`config.mk`:
```
export PLATFORM = sky130hd
export DESIGN_NAME = issue_scheduler
export DESIGN_NICKNAME = d
export VERILOG_FILES = /design/src/rtl/issue_scheduler.sv
export SDC_FILE = /design/constraint.sdc
export NUM_CORES = 1
export LEC_CHECK = 0
export CAP_MARGIN = 15
export CORE_MARGIN = 4
export CORE_UTILIZATION = 39
export DETAILED_ROUTE_END_ITERATION = 7
export MAX_ROUTING_LAYER = met4
export PLACE_DENSITY = 0.57
export SYNTH_ARGS = -nofsm -noshare
export SYNTH_HDL_FRONTEND = slang
export SYNTH_SLANG_ARGS = --single-unit
```
`constraint.sdc`:
```
create_clock -name clk -period 9.8 [get_ports clk]
set_input_delay 2.94 -clock clk [delete_from_list [all_inputs] [get_ports clk]]
set_output_delay 2.94 -clock clk [all_outputs]
set_load 0.05 [all_outputs]
```
`src/rtl/issue_scheduler.sv`:
```
// Oldest-first issue select over the RS entries, gated by FU availability and CDB write-back slot.
// Grant is combinational in the current cycle; state updates on the clock edge.
module issue_scheduler #(
  parameter int RS_DEPTH = 8,
  parameter int MUL_LAT  = 3,
  parameter int DIV_LAT  = 8
) (
  input  logic                        clk,
  input  logic                        reset,
  input  logic                        alloc_valid,
  input  logic [$clog2(RS_DEPTH)-1:0] alloc_idx,
  input  logic [1:0]                  alloc_fu,
  input  logic [RS_DEPTH-1:0]         entry_ready,
  input  logic                        flush,
  output logic                        issue_valid,
  output logic [$clog2(RS_DEPTH)-1:0] issue_idx,
  output logic [1:0]                  issue_fu,
  output logic                        rs_full,
  output logic                        div_busy
);
  localparam int IW = $clog2(RS_DEPTH);
  localparam int RW = $clog2(DIV_LAT);
  localparam int CW = $clog2(DIV_LAT + 1);
  localparam logic [1:0] FU_ALU = 2'd0;
  localparam logic [1:0] FU_MUL = 2'd1;
  localparam logic [1:0] FU_DIV = 2'd2;

  logic [RS_DEPTH-1:0]               valid;
  logic [1:0]                        fu [RS_DEPTH];
  logic [RS_DEPTH-1:0][RS_DEPTH-1:0] older;
  logic [CW-1:0]                     div_cnt;
  logic [DIV_LAT-1:0]                res;

  logic [RS_DEPTH-1:0] elig, win, gnt_oh, valid_after, valid_next;
  logic                found, grant, alloc_ok;
  logic [IW-1:0]       pick;
  logic [DIV_LAT-1:0]  res_next;
  logic [CW-1:0]       div_next;
  logic [1:0]          alloc_fu_n;

  // Reservation bit that must be clear for a class: bit k is the CDB slot k+1 cycles ahead.
  function automatic logic [RW-1:0] res_slot(input logic [1:0] f);
    case (f)
      FU_MUL:  return RW'(MUL_LAT - 1);
      FU_DIV:  return RW'(DIV_LAT - 1);
      default: return '0;
    endcase
  endfunction

  always_comb begin
    elig  = '0;
    win   = '0;
    found = 1'b0;
    pick  = '0;
    // The divider hands off in its final busy cycle, so back-to-back DIVs are DIV_LAT apart.
    for (int i = 0; i < RS_DEPTH; i++)
      elig[i] = valid[i] && entry_ready[i] && !res[res_slot(fu[i])] &&
                (fu[i] != FU_DIV || div_cnt <= CW'(1));
    for (int i = 0; i < RS_DEPTH; i++) begin
      win[i] = elig[i];
      for (int j = 0; j < RS_DEPTH; j++)
        if (j != i && elig[j] && older[j][i]) win[i] = 1'b0;
    end
    for (int i = 0; i < RS_DEPTH; i++)
      if (win[i] && !found) begin
        found = 1'b1;
        pick  = IW'(i);
      end
  end

  assign grant       = found && !flush;
  assign issue_valid = grant;
  assign issue_idx   = grant ? pick : '0;
  assign issue_fu    = grant ? fu[pick] : FU_ALU;
  assign rs_full     = &valid;
  assign div_busy    = (div_cnt != '0);

  always_comb begin
    gnt_oh = '0;
    if (grant) gnt_oh[pick] = 1'b1;
    valid_after = valid & ~gnt_oh;
    // Allocating over a live, ungranted entry is dropped rather than corrupting it.
    alloc_ok   = alloc_valid && !flush && !valid_after[alloc_idx];
    alloc_fu_n = (alloc_fu == 2'd3) ? FU_ALU : alloc_fu;
    valid_next = flush ? '0 : valid_after;
    if (alloc_ok) valid_next[alloc_idx] = 1'b1;

    res_next = res;
    if (grant) res_next[res_slot(fu[pick])] = 1'b1;
    res_next = res_next >> 1;

    div_next = div_cnt;
    if (div_cnt != '0) div_next = div_cnt - CW'(1);
    if (grant && fu[pick] == FU_DIV) div_next = CW'(DIV_LAT);
  end

  always_ff @(posedge clk or posedge reset) begin
    if (reset) begin
      valid   <= '0;
      older   <= '0;
      res     <= '0;
      div_cnt <= '0;
      for (int i = 0; i < RS_DEPTH; i++) fu[i] <= FU_ALU;
    end else begin
      valid   <= valid_next;
      res     <= res_next;
      div_cnt <= div_next;
      if (alloc_ok) begin
        fu[alloc_idx] <= alloc_fu_n;
        for (int j = 0; j < RS_DEPTH; j++) begin
          older[alloc_idx][j] <= 1'b0;
          older[j][alloc_idx] <= valid_after[j];
        end
      end
    end
  end
endmodule

```
==> flow_metrics.py <==
metrics = {
    "sta": {
        "skew_ns": 0.01200,
        "setup_viol_count_final": 0,
        "slew_headroom_pct": 43.63,
        "min_period_ns": 9.310,
        "grt_setup_unrepaired": "false",
        "tightest_slew_ns": 0.8437,
        "timing.setup.tns_ns": 0,
        "post-route-period-util_pct": 95.00,
        "max_freq_mhz": 107.4,
        "drv_slew": 0,
        "hold_violations": 0,
        "finalWorstSetupSlack_ns": 0.4898,
    },
    "logic_synthesis": {
        "synth_flop_cell": "dfrtp_1",
        "ys_types": 87,
        "ys_async_sr_fraction_pct": 100.0,
        "ys_warn_count": 0,
        "synth_area_per_cell_um2": 9.543,
        "netlist_area_um2": 5783,
        "ys_seq_area_share_pct": 39.38,
        "synth_cells": 606,
        "synth.most_common_cell": "dfrtp_1",
        "synth-edff-count": 0,
        "synth.area.top_cells": "dfrtp_1 (39%), mux2_2 (5.1%), nand2_1 (4.6%)",
        "synth_nets": 643,
        "synth_top_cell_by_area": "dfrtp_1",
        "synthDominantCellAreaShare_pct": 39.38,
        "synth_commonest_cells": "dfrtp_1 (91), nand2_1 (71), nor2_1 (54)",
        "ys_ff_latch": 91,
    },
    "cts": {
        "cts_tree": "built",
        "hold_buffers": 0,
        "path_clk_slew_ns": 0.06,
        "clk-insertion-delay-late_ns": 0.36,
        "cts-resized-gates": 0,
        "cts_buffer_depth": 2,
        "root_buffer": "clkbuf_16",
        "clkSinkCount": 91,
        "htreeDepth": 3,
        "post_cts_buffers": 0,
        "cts_buffers": 9,
    },
    "power": {
        "power.density_nw_per_um2": 180.1,
        "power.leakage_nw": 2.730,
        "vdd_drop_max_uv": 115.4,
        "seq_power_share_pct": 42.9,
        "comb_power_share_pct": 27.1,
        "netSwitchingFraction_pct": 35.79,
        "p_total_w": 0.001179,
        "power_frac_clock_pct": 30.0,
        "switchingPower_w": 0.0004219,
        "power.internal_w": 0.0007568,
    },
    "place": {
        "routabilityCongestion": 1.017,
        "dp_hpwl_um": 15660,
        "place_worst_setup_slack_ns": 0.1372,
        "io_buffers": 24,
    },
    "worst_setup_path": {
        "path_cells": "clkdlybuf4s50_1, nand2_1, a221oi_2, and2_0, a22o_1, a2111oi_2, nor2_1, nand2_1, a2bb2oi_2, mux2i_1, a22o_1, nor3_1, buf_12",
        "required_ns": 6.86,
        "crit_arrival_ns": 6.37,
        "crit_slowest_cell": "a2bb2oi_2",
        "worst-path-max-fanout": 9,
        "start_kind": "input pin",
        "worstSetupEndpointType": "primary output",
        "crit_type": "in -> out",
        "slowest_delay_ns": 0.50,
    },
    "route": {
        "post_drt_wl_per_cell_um": 25.57,
        "drtAntennaViolNets": 0,
        "drt-total-wl_um": 20810,
        "routed_via_density": 6.511,
        "drtIter0Drc": 634,
        "dr.pass1.iters": 5,
        "vias": 5300,
        "drc": 0,
    },
    "cells_and_area": {
        "nets": 664,
        "area_growth_pct": 13.18,
        "antenna_cells": 0,
        "layout-drive-gt1-share_pct": 16.19,
        "postLayoutCoreUtil_pct": 45.03,
    },
    "hold_path": {
        "hp-class": "reg -> reg",
    },
    "global_route": {
        "antenna_found_initial": 0,
        "grt_max_degree": 57,
        "first_global_vias": 5173,
        "overflow": 0,
        "grt_usage_pct": 26.44,
        "grt_pass1_wl_um": 31950,
    },
    "job": {
        "maxCapViolCount": 0,
    },
    "die": {
        "dieArea_um2": 16840,
        "core_um2": 14530,
        "placementRows": 44,
        "die_h_um": 129.8,
        "start_util_pct": 39.79,
        "die_w_um": 129.8,
        "io_pins": 25,
    },
    "outcome": {
        "status": "completed",
    },
}
## state kept, by name (all words and copies together) (netlist names)
signal and flops:
res 7, fu 16, div_cnt 4, older 56, valid 8
## cell type report
cell class | instances | area, um^2
clock buffers | 10 | 239.0
inverters | 27 | 102.6
multi-input cells | 459 | 3273
flip-flops and latches | 91 | 2277
fillers | 1418 | 7989
repair buffers | 39 | 370.4
clock inverters | 4 | 52.55
well taps | 184 | 230.2
## through the flow
stage	area (um^2)	hold WS, ns	cells
after floorplan	5783	0.3312	606
after global placement	6247	0.3330	800
after detailed placement	6247	0.3358	800
after CTS	6539	0.3488	814
after global routing	6545	0.3509	814
final	6545	0.3477	814
## per-layer routing
| metal | part of all wire, % | wire length, um | vias up | GRT usage (%) |
|---|---|---|---|---|
| li1 | - | - | 2325 | - |
| met1 | 43 | 8948 | 2645 | 36.04 |
| met2 | 44 | 9058 | 258 | 38.34 |
| met3 | 7.3 | 1526 | 72 | 3.520 |
| met4 | 6.1 | 1278 | 0 | 14.06 |
| met5 | 0 | 0 | - | - |
## logic make-up (layout without fill, tap and decap cells)
family,Yosys count,in the layout,share of synthesized area [%]
and+or+nand+nor,220,220,18.04
AOI/OAI and AO/OA,179,179,26.59
DFF,91,91,39.38
buffers and inverters,56,80,4.219
muxes,38,38,7.140
adders and majority gates,20,20,4.327
xor gates and xnor gates,2,2,0.3030
## power by group through the flow
stage	sequential, W	clock [W]	combinational [W]
after floorplan	0.000477	0	0.000239
after global placement	0.000508	0	0.000308
after detailed placement	0.000510	0	0.000316
after CTS	0.000503	0.000359	0.000318
after global routing	0.000510	0.000371	0.000354
final	0.000505	0.000353	0.000320
## worst max-delay path: cells and delay by family
| family | cells | cell delay, ns |
|---|---|---|
| muxes | 1 | 0.17 |
| and+or+nand+nor | 5 | 1.11 |
| AOI/OAI and AO/OA | 5 | 1.57 |
| buffers and inverters | 2 | 0.59 |
## cell usage in the layout (no fill, tap or decap), types with 5 or more instances in the layout
cell type         n
dfrtp_1          91
a21oi_1          11
o211ai_1          7
mux2i_1          12
mux2_2           26
nor3_1           10
a22o_1           11
nor2_1           54
ha_1             20
inv_1            25
clkdlybuf4s50_1  21
o21ai_0          34
and2_1            5
clkbuf_16         9
o41ai_1           8
o21ai_1           5
o31ai_1          14
nand2_1          71
nand4_1          13
nand3_1          34
buf_4            16
## final timing paths
kind | start | slack [ns] | depth (start not counted) | endpoint
max in group asynchronous | reset | 5.65 | 3 | older[20]
worst max-delay path | entry_ready[4] | 0.49 | 13 | issue_fu[1]
worst max register to register | fu[6] | 4.84 | 14 | fu[5]
worst min-delay path | res[6] | 0.35 | 0 | res[5]
worst min register to register | res[6] | 0.35 | 0 | res[5]
min in group asynchronous | reset | 2.97 | 2 | fu[15]
Note: power is estimated with default switching activity, not from simulation.
